$ cat src/rtl/dec_sched_pkg.sv
`default_nettype none
// ============================================================================
//  Package   : dec_sched_pkg
//  Purpose   : Shared types and constants for the ping-pong frame scheduler.
//  Revision  : 1.0 - initial release
// ============================================================================
package dec_sched_pkg;

  typedef enum logic {
    LANE0 = 1'b0,
    LANE1 = 1'b1
  } lane_t;

  localparam int BYTES_PER_WORD = 4;
  localparam int KEEP_W         = 4;

  // Contiguous byte-enable mask covering bytes 0..cnt of an output word.
  function automatic logic [KEEP_W-1:0] keep_mask(input logic [1:0] cnt);
    logic [KEEP_W-1:0] m;
    m = '0;
    for (int i = 0; i < KEEP_W; i++) begin
      m[i] = (i <= int'(cnt));
    end
    return m;
  endfunction

endpackage
`default_nettype wire

$ cat src/rtl/dec_sched_order_fifo.sv
`default_nettype none
// ============================================================================
//  Module    : dec_sched_order_fifo
//  Purpose   : DEPTH x 1-bit synchronous FIFO recording the lane of each
//              frame in flight. A push into a full FIFO is honoured when a
//              pop happens in the same cycle.
//  Revision  : 1.0 - initial release
// ============================================================================
module dec_sched_order_fifo #(
  parameter int DEPTH = 4
) (
  input  logic                     core_clk,
  input  logic                     rst_n,
  input  logic                     push,
  input  logic                     din,
  input  logic                     pop,
  output logic                     head,
  output logic                     full,
  output logic                     empty,
  output logic [$clog2(DEPTH):0]   count
);

  localparam int PTR_W  = $clog2(DEPTH);
  localparam int CNT_FW = PTR_W + 1;

  logic [DEPTH-1:0]  mem_q, mem_d;
  logic [PTR_W-1:0]  wr_ptr_q, wr_ptr_d;
  logic [PTR_W-1:0]  rd_ptr_q, rd_ptr_d;
  logic [CNT_FW-1:0] count_q, count_d;
  logic              do_push;
  logic              do_pop;

  assign full    = (count_q == CNT_FW'(DEPTH));
  assign empty   = (count_q == '0);
  assign count   = count_q;
  assign head    = mem_q[rd_ptr_q];
  assign do_pop  = pop && !empty;
  assign do_push = push && (!full || do_pop);

  // Next-state for storage, pointers and occupancy.
  always_comb begin
    mem_d    = mem_q;
    wr_ptr_d = wr_ptr_q;
    rd_ptr_d = rd_ptr_q;
    count_d  = count_q;
    if (do_push) begin
      mem_d[wr_ptr_q] = din;
      wr_ptr_d        = wr_ptr_q + PTR_W'(1);
    end
    if (do_pop) begin
      rd_ptr_d = rd_ptr_q + PTR_W'(1);
    end
    case ({do_push, do_pop})
      2'b10:   count_d = count_q + CNT_FW'(1);
      2'b01:   count_d = count_q - CNT_FW'(1);
      default: count_d = count_q;
    endcase
  end

  // FIFO state registers.
  always_ff @(posedge core_clk or negedge rst_n) begin
    if (!rst_n) begin
      mem_q    <= '0;
      wr_ptr_q <= '0;
      rd_ptr_q <= '0;
      count_q  <= '0;
    end else begin
      mem_q    <= mem_d;
      wr_ptr_q <= wr_ptr_d;
      rd_ptr_q <= rd_ptr_d;
      count_q  <= count_d;
    end
  end

endmodule
`default_nettype wire

$ cat src/rtl/dec_pingpong_sched.sv
`default_nettype none
// ============================================================================
//  Module    : dec_pingpong_sched
//  Purpose   : Dispatches whole input frames alternately to two decoder lanes
//              and merges the lane outputs back in strict frame order, packed
//              little-endian into 32-bit words with byte enables.
//  Options   : DEC_SCHED_STATS_EN - enables frames_in / frames_out counters.
//  Revision  : 1.0 - initial release
// ============================================================================
module dec_pingpong_sched
  import dec_sched_pkg::*;
#(
  parameter int ORDER_DEPTH = 4,
  parameter int CNT_W       = 16
) (
  input  logic                          core_clk,
  input  logic                          rst_n,
  input  logic [7:0]                    s_axis_tdata,
  input  logic                          s_axis_tvalid,
  input  logic                          s_axis_tlast,
  output logic                          s_axis_tready,
  output logic [7:0]                    dec0_s_tdata,
  output logic                          dec0_s_tvalid,
  output logic                          dec0_s_tlast,
  input  logic                          dec0_s_tready,
  output logic [7:0]                    dec1_s_tdata,
  output logic                          dec1_s_tvalid,
  output logic                          dec1_s_tlast,
  input  logic                          dec1_s_tready,
  input  logic [7:0]                    dec0_m_tdata,
  input  logic                          dec0_m_tvalid,
  input  logic                          dec0_m_tlast,
  output logic                          dec0_m_tready,
  input  logic [7:0]                    dec1_m_tdata,
  input  logic                          dec1_m_tvalid,
  input  logic                          dec1_m_tlast,
  output logic                          dec1_m_tready,
  output logic [31:0]                   m_axis_tdata,
  output logic [KEEP_W-1:0]             m_axis_tkeep,
  output logic                          m_axis_tvalid,
  output logic                          m_axis_tlast,
  input  logic                          m_axis_tready,
  output logic [$clog2(ORDER_DEPTH):0]  in_flight,
  output logic [CNT_W-1:0]              frames_in,
  output logic [CNT_W-1:0]              frames_out
);

  localparam int ACC_W = 8 * (BYTES_PER_WORD - 1);

  lane_t             wr_lane_q, wr_lane_d;
  logic              sof_q, sof_d;
  logic [ACC_W-1:0]  acc_q, acc_d;
  logic [1:0]        acc_cnt_q, acc_cnt_d;
  logic [31:0]       m_data_q, m_data_d;
  logic [KEEP_W-1:0] m_keep_q, m_keep_d;
  logic              m_last_q, m_last_d;
  logic              m_valid_q, m_valid_d;

  logic              fifo_full, fifo_empty, fifo_head;
  logic              sel_tready, in_hs, push, pop;
  lane_t             head_lane;
  logic              head_valid, head_tvalid, head_tlast;
  logic [7:0]        head_tdata;
  logic              completing, out_free, head_ready, byte_hs;

  // ---- Dispatch: the input is muted while reset is asserted ----
  assign sel_tready    = (wr_lane_q == LANE1) ? dec1_s_tready : dec0_s_tready;
  assign s_axis_tready = rst_n && sel_tready && !(sof_q && fifo_full);
  assign in_hs         = s_axis_tvalid && s_axis_tready;
  assign push          = in_hs && sof_q;

  // Route the input beat to the lane owning the current frame.
  always_comb begin
    dec0_s_tvalid = 1'b0;
    dec0_s_tdata  = 8'h00;
    dec0_s_tlast  = 1'b0;
    dec1_s_tvalid = 1'b0;
    dec1_s_tdata  = 8'h00;
    dec1_s_tlast  = 1'b0;
    if (rst_n) begin
      if (wr_lane_q == LANE0) begin
        dec0_s_tvalid = s_axis_tvalid;
        dec0_s_tdata  = s_axis_tdata;
        dec0_s_tlast  = s_axis_tlast;
      end else begin
        dec1_s_tvalid = s_axis_tvalid;
        dec1_s_tdata  = s_axis_tdata;
        dec1_s_tlast  = s_axis_tlast;
      end
    end
  end

  // Frame-boundary tracking: switch lanes after each accepted last beat.
  always_comb begin
    wr_lane_d = wr_lane_q;
    sof_d     = sof_q;
    if (in_hs) begin
      sof_d = s_axis_tlast;
      if (s_axis_tlast) begin
        wr_lane_d = (wr_lane_q == LANE0) ? LANE1 : LANE0;
      end
    end
  end

  dec_sched_order_fifo #(
    .DEPTH (ORDER_DEPTH)
  ) u_order_fifo (
    .core_clk (core_clk),
    .rst_n    (rst_n),
    .push     (push),
    .din      (wr_lane_q),
    .pop      (pop),
    .head     (fifo_head),
    .full     (fifo_full),
    .empty    (fifo_empty),
    .count    (in_flight)
  );

  // ---- Merge: only the lane at the head of the order FIFO is served ----
  assign head_valid  = !fifo_empty;
  assign head_lane   = lane_t'(fifo_head);
  assign head_tvalid = (head_lane == LANE1) ? dec1_m_tvalid : dec0_m_tvalid;
  assign head_tdata  = (head_lane == LANE1) ? dec1_m_tdata  : dec0_m_tdata;
  assign head_tlast  = (head_lane == LANE1) ? dec1_m_tlast  : dec0_m_tlast;

  assign completing    = (acc_cnt_q == 2'(BYTES_PER_WORD - 1)) || head_tlast;
  assign out_free      = !m_valid_q || m_axis_tready;
  assign head_ready    = head_valid && (!completing || out_free);
  assign dec0_m_tready = head_ready && (head_lane == LANE0);
  assign dec1_m_tready = head_ready && (head_lane == LANE1);
  assign byte_hs       = head_ready && head_tvalid;
  assign pop           = byte_hs && head_tlast;

  // Packer: gather bytes, flush a word when full or at frame end.
  always_comb begin
    acc_d     = acc_q;
    acc_cnt_d = acc_cnt_q;
    m_data_d  = m_data_q;
    m_keep_d  = m_keep_q;
    m_last_d  = m_last_q;
    m_valid_d = m_valid_q;
    if (m_valid_q && m_axis_tready) begin
      m_valid_d = 1'b0;
    end
    if (byte_hs) begin
      if (completing) begin
        m_data_d  = {8'h00, acc_q} | (32'(head_tdata) << {acc_cnt_q, 3'b000});
        m_keep_d  = keep_mask(acc_cnt_q);
        m_last_d  = head_tlast;
        m_valid_d = 1'b1;
        acc_d     = '0;
        acc_cnt_d = 2'd0;
      end else begin
        case (acc_cnt_q)
          2'd0:    acc_d[7:0]   = head_tdata;
          2'd1:    acc_d[15:8]  = head_tdata;
          default: acc_d[23:16] = head_tdata;
        endcase
        acc_cnt_d = acc_cnt_q + 2'd1;
      end
    end
  end

  assign m_axis_tdata  = m_data_q;
  assign m_axis_tkeep  = m_keep_q;
  assign m_axis_tlast  = m_last_q;
  assign m_axis_tvalid = m_valid_q;

  // Dispatch, packer and output registers.
  always_ff @(posedge core_clk or negedge rst_n) begin
    if (!rst_n) begin
      wr_lane_q <= LANE0;
      sof_q     <= 1'b1;
      acc_q     <= '0;
      acc_cnt_q <= 2'd0;
      m_data_q  <= '0;
      m_keep_q  <= '0;
      m_last_q  <= 1'b0;
      m_valid_q <= 1'b0;
    end else begin
      wr_lane_q <= wr_lane_d;
      sof_q     <= sof_d;
      acc_q     <= acc_d;
      acc_cnt_q <= acc_cnt_d;
      m_data_q  <= m_data_d;
      m_keep_q  <= m_keep_d;
      m_last_q  <= m_last_d;
      m_valid_q <= m_valid_d;
    end
  end

`ifdef DEC_SCHED_STATS_EN
  logic [CNT_W-1:0] frames_in_q, frames_in_d;
  logic [CNT_W-1:0] frames_out_q, frames_out_d;

  // Frame counters: accepted first beats and delivered last words.
  always_comb begin
    frames_in_d  = frames_in_q;
    frames_out_d = frames_out_q;
    if (push) begin
      frames_in_d = frames_in_q + CNT_W'(1);
    end
    if (m_valid_q && m_axis_tready && m_last_q) begin
      frames_out_d = frames_out_q + CNT_W'(1);
    end
  end

  // Counter registers.
  always_ff @(posedge core_clk or negedge rst_n) begin
    if (!rst_n) begin
      frames_in_q  <= '0;
      frames_out_q <= '0;
    end else begin
      frames_in_q  <= frames_in_d;
      frames_out_q <= frames_out_d;
    end
  end

  assign frames_in  = frames_in_q;
  assign frames_out = frames_out_q;
`else
  assign frames_in  = '0;
  assign frames_out = '0;
`endif

endmodule
`default_nettype wire

$ cat config.mk
export PLATFORM = sky130hd
export DESIGN_NAME = dec_pingpong_sched
export DESIGN_NICKNAME = d
export VERILOG_FILES = /design/src/rtl/dec_sched_pkg.sv /design/src/rtl/dec_sched_order_fifo.sv /design/src/rtl/dec_pingpong_sched.sv
export SDC_FILE = /design/constraint.sdc
export NUM_CORES = 1
export LEC_CHECK = 0
export CORE_MARGIN = 5
export CORE_UTILIZATION = 30
export DETAILED_ROUTE_END_ITERATION = 8
export SLEW_MARGIN = 25
export SYNTH_ARGS = -nofsm -noshare
export SYNTH_HDL_FRONTEND = slang
export SYNTH_SLANG_ARGS = --single-unit
$ cat constraint.sdc
create_clock -name core_clk -period 3.5 [get_ports core_clk]
set_clock_uncertainty 0.05 [all_clocks]
set_input_delay 0.7 -clock core_clk [delete_from_list [all_inputs] [get_ports core_clk]]
set_output_delay 0.7 -clock core_clk [all_outputs]
set_load 0.01 [all_outputs]
==> results.txt <==
----------------------------------------------------
[Outcome]
  Result of the run ... completed

[Clock network]
  Number of buffers added by the clock tree synthesis step ... 9
  Number of buffers between clock root and the deepest sink ... 2
  Clock-pin slew of the registers on the worst-case setup and hold paths ... 0.06 ns
  Cells resized by post-CTS repair ... 0
  Sink count of the clock tree ... 77
  Max H-tree Level ... 3
  Post-CTS Setup Repair Bufs ... 0
  Quantity of hold-fixing buffers added after cts ... 0
  Clk Latency, worst-skew pair ... 0.33 ns
  Clock tree root buffer cell ... sky130_fd_sc_hd__clkbuf_16
  Clock tree from TritonCTS ... built

[Worst setup path]
  Critical Path Sink Type ... output pin
  Crit Path Category ... reg -> out
  Data arrival time of the critical path ... 2.60 ns
  Kind of launch point of the worst setup path ... register
  Data required time at the worst endpoint ... 2.75 ns
  Maximum fanout encountered on the critical timing path ... 4
  Slack of the worst reg-to-reg path ... 0.50 ns

[Timing]
  Worst-Margin Slew ... 0.895 ns
  Setup WS post-layout ... 0.145 ns
  Tcrit/Tclk final ... 95.9%
  Sum of negative setup slack ... 0 ns
  Achievable Freq ... 298 MHz
  Final Max Tran Viols ... 0
  Max_slew headroom ... 40.0%
  Fin Hold WS ... 0.171 ns
  Final setup violating endpoints ... 0
  Hold Vio Cnt, Final ... 0
  Minimum clock period after layout ... 3.35 ns
  Unrepaired setup endpoints after global routing ... false

[Min path]
  Class of the worst hold path ... in -> async

[Die]
  Horizontal extent of the die ... 129 microns
  Vertical die dimension ... 129 microns
  Die outline area ... 16600 sq um
  Number of ports placed on the die boundary ... 131
  Row Count ... 43
  Core box area ... 13900 sq um
  Initial Utilization ... 30.5%

[Route]
  Number of nets with antenna violations after routing ... 0
  Average routed wire per standard cell ... 16.2 microns
  Post-Route WL ... 11.5 mm
  Via-to-Cell Ratio ... 4.84
  Count of routing violations after the opening detailed-route iteration ... 149
  Via count ... 3420
  Post-detailed-route DRC marker count ... 0
  Number of iterations in the first detailed-routing pass ... 5

[Synth]
  Mean post-synth cell area ... 9.86 sq um
  Proportion of synthesized flip-flops having asynchronous set or reset ... 100%
  Number of distinct library cells after synthesis ... 44
  EDFF count, synth ... 0
  Dominant synthesized flop cell ... sky130_fd_sc_hd__dfrtp_1
  Number of register bits inferred by synthesis ... 77
  Gate count of the mapped netlist ... 430
  Sequential fraction of the synthesis area ... 45.5%
  Count of warnings emitted by yosys ... 0
  Post-synthesis cell area ... 4240 sq um

[Pwr]
  Final total power ... 4.72 mW
  Power per standard cell area ... 850 nW/um^2
  Pleak ... 2.38 nW
  Worst vdd ir ... 0.000476 V

[Global route]
  Overall overflow remaining after global route ... 0
  Gr busiest metal ... met2
  Vias in the first global route ... 3444
  Global Route met1 Usage ... 19.5%
  Maximum number of pins on one net before global-route repair ... 38
  Number of antenna violations at the first check in global routing ... 2
  Met2 Usage GRT ... 19.8%
  Overall Global Routing Usage ... 14.0%
  First-pass GRT wire length ... 18.2 mm
  Met3 usage ... 5.44%

[Layout]
  Fill count ... 1350
  N_diodes ... 0
  Area growth from synthesis to layout ... 30.8%
  Post-Layout Inst Area ... 5550 sq um
  Post-layout net count ... 568
  Share of final-layout standard cells stronger than drive strength 1 ... 8.17%

[Placed design]
  Post-detailed-placement half-perimeter wirelength ... 8.53 mm
  Count of buffers inserted at the top-level ports ... 98
  Placed Instance Area ... 5250 sq um
  Gp weighted congestion ... 0.827
  DP Worst Slack ... 0.318 ns

[Run]
  Number of violations of the max-capacitance limit ... 0

----------------------------------------------------
-- logic make-up after synthesis --
| logic type | count (synthesis) | synth area share, % |
|---|---|---|
| AOI/OAI and AO/OA | 124 | 18.9 |
| xor gates and xnor gates | 7 | 1.45 |
| adders and majority gates | 11 | 3.42 |
| buffers and inverters | 65 | 9.47 |
| DFF | 77 | 45.5 |
| muxes | 28 | 7.47 |
| other | 1 | 0.0884 |
| and+or+nand+nor | 117 | 13.7 |
-- power breakdown --
part	switching, mW	total (mW)	internal, mW
Combinational	1.21	2.28	1.07
Sequential	0.272	1.51	1.24
Clock	0.333	0.921	0.588
-- per-layer routing --
layer | routed length, microns | share of wire, % | vias up
li1 | - | - | 1630
met1 | 5420 | 47 | 1629
met2 | 4780 | 42 | 135
met3 | 1030 | 9.0 | 22
met4 | 214 | 1.9 | 4
met5 | 25 | 0.22 | -
-- sequential cells by signal, indices dropped and copies added (netlist names) --
register and cells:
u_order_fifo.mem_q 4, m_axis_tkeep 4, m_axis_tlast 1, m_axis_tdata 32, sof_q 1, u_order_fifo.wr_ptr_q 2
acc_cnt_q 2, wr_lane_q 1, u_order_fifo.count 3, u_order_fifo.rd_ptr_q 2, acc_q 24, m_axis_tvalid 1
-- cells in the final DEF (no fill, tap or decap), drive strengths merged, types with 9 or more instances in the layout --
| master | n |
|---|---|
| mux2 | 16 |
| conb | 32 |
| inv | 9 |
| dfrtp | 76 |
| o21ai | 37 |
| and3 | 12 |
| nand2 | 53 |
| buf | 9 |
| a21oi | 40 |
| nor2b | 21 |
| clkdlybuf4s50 | 97 |
| and2 | 11 |
| a22o | 16 |
| o2bb2ai | 16 |
| ha | 10 |
| clkbuf | 14 |
| mux2i | 11 |
-- synth_stat cells, types with 2 or more instances --
library cell                count  area [sq um]
sky130_fd_sc_hd__a21oi_1       40           200
sky130_fd_sc_hd__ha_1          10           125
sky130_fd_sc_hd__and2_1        11          68.8
sky130_fd_sc_hd__mux2_2        15           169
sky130_fd_sc_hd__o31ai_1        8          60.1
sky130_fd_sc_hd__xor2_1         3          26.3
sky130_fd_sc_hd__mux2i_1       11           110
sky130_fd_sc_hd__buf_2         10          50.1
sky130_fd_sc_hd__dfrtp_1       76          1900
sky130_fd_sc_hd__inv_1          9          33.8
sky130_fd_sc_hd__nor3_1         3          15.0
sky130_fd_sc_hd__buf_1          4          15.0
sky130_fd_sc_hd__a22o_1        16           140
sky130_fd_sc_hd__clkbuf_1       5          18.8
sky130_fd_sc_hd__and3_1        12          75.1
sky130_fd_sc_hd__nand3_1        2          10.0
sky130_fd_sc_hd__nor2_1         7          26.3
sky130_fd_sc_hd__nor2b_1       21           131
sky130_fd_sc_hd__nand2_1       53           199
sky130_fd_sc_hd__o2bb2ai_1     16           140
sky130_fd_sc_hd__nand2b_1       3          18.8
sky130_fd_sc_hd__xnor2_1        4          35.0
sky130_fd_sc_hd__o21ai_0       35           175
sky130_fd_sc_hd__buf_6          3          33.8
sky130_fd_sc_hd__a21o_1         2          15.0
sky130_fd_sc_hd__buf_4         32           240
sky130_fd_sc_hd__clkbuf_2       2          10.0
-- critical path, cell delays in order (launching register included) --
cell,delay (ns)
sky130_fd_sc_hd__dfrtp_1,0.41
sky130_fd_sc_hd__mux4_2,0.57
sky130_fd_sc_hd__mux2_4,0.36
sky130_fd_sc_hd__nor2_4,0.09
sky130_fd_sc_hd__nor2_1,0.06
sky130_fd_sc_hd__nor3b_1,0.20
sky130_fd_sc_hd__clkdlybuf4s50_1,0.58
-- cell type report --
type                    instances  area (sq um)  area share [%]
clock buffers                  14           264            4.76
clock inverters                 1          30.0           0.541
inverters                       9          33.8           0.609
multi-input cells             319          2030            36.5
flip-flops and latches         77          1930            34.8
well taps                     180           225            4.06
repair buffers                106          1040            18.7
-- stage by stage --
step,cells,util [%]
final,706,40.0
after global routing,706,40.0
after CTS,706,40.0
after detailed placement,691,37.8
after global placement,691,37.8
after floorplan,461,-
-- path summary, 6_finish.rpt --
kind	cells after the start	startpoint	to
setup / recovery	6	u_order_fifo.rd_ptr_q[0]$_DFFE_PN0P_	dec1_m_tready
hold / removal	1	rst_n	u_order_fifo.count[1]$_DFFE_PN0P_
setup reg to reg	10	u_order_fifo.rd_ptr_q[0]$_DFFE_PN0P_	u_order_fifo.count[2]$_DFFE_PN0P_
hold reg to reg	1	m_axis_tkeep[0]$_DFFE_PN0P_	m_axis_tkeep[0]$_DFFE_PN0P_
max in group asynchronous	3	rst_n	m_axis_tdata[12]$_DFFE_PN0P_
min in group core_clk	1	m_axis_tkeep[0]$_DFFE_PN0P_	m_axis_tkeep[0]$_DFFE_PN0P_
Power figures use the tool's default switching activity.
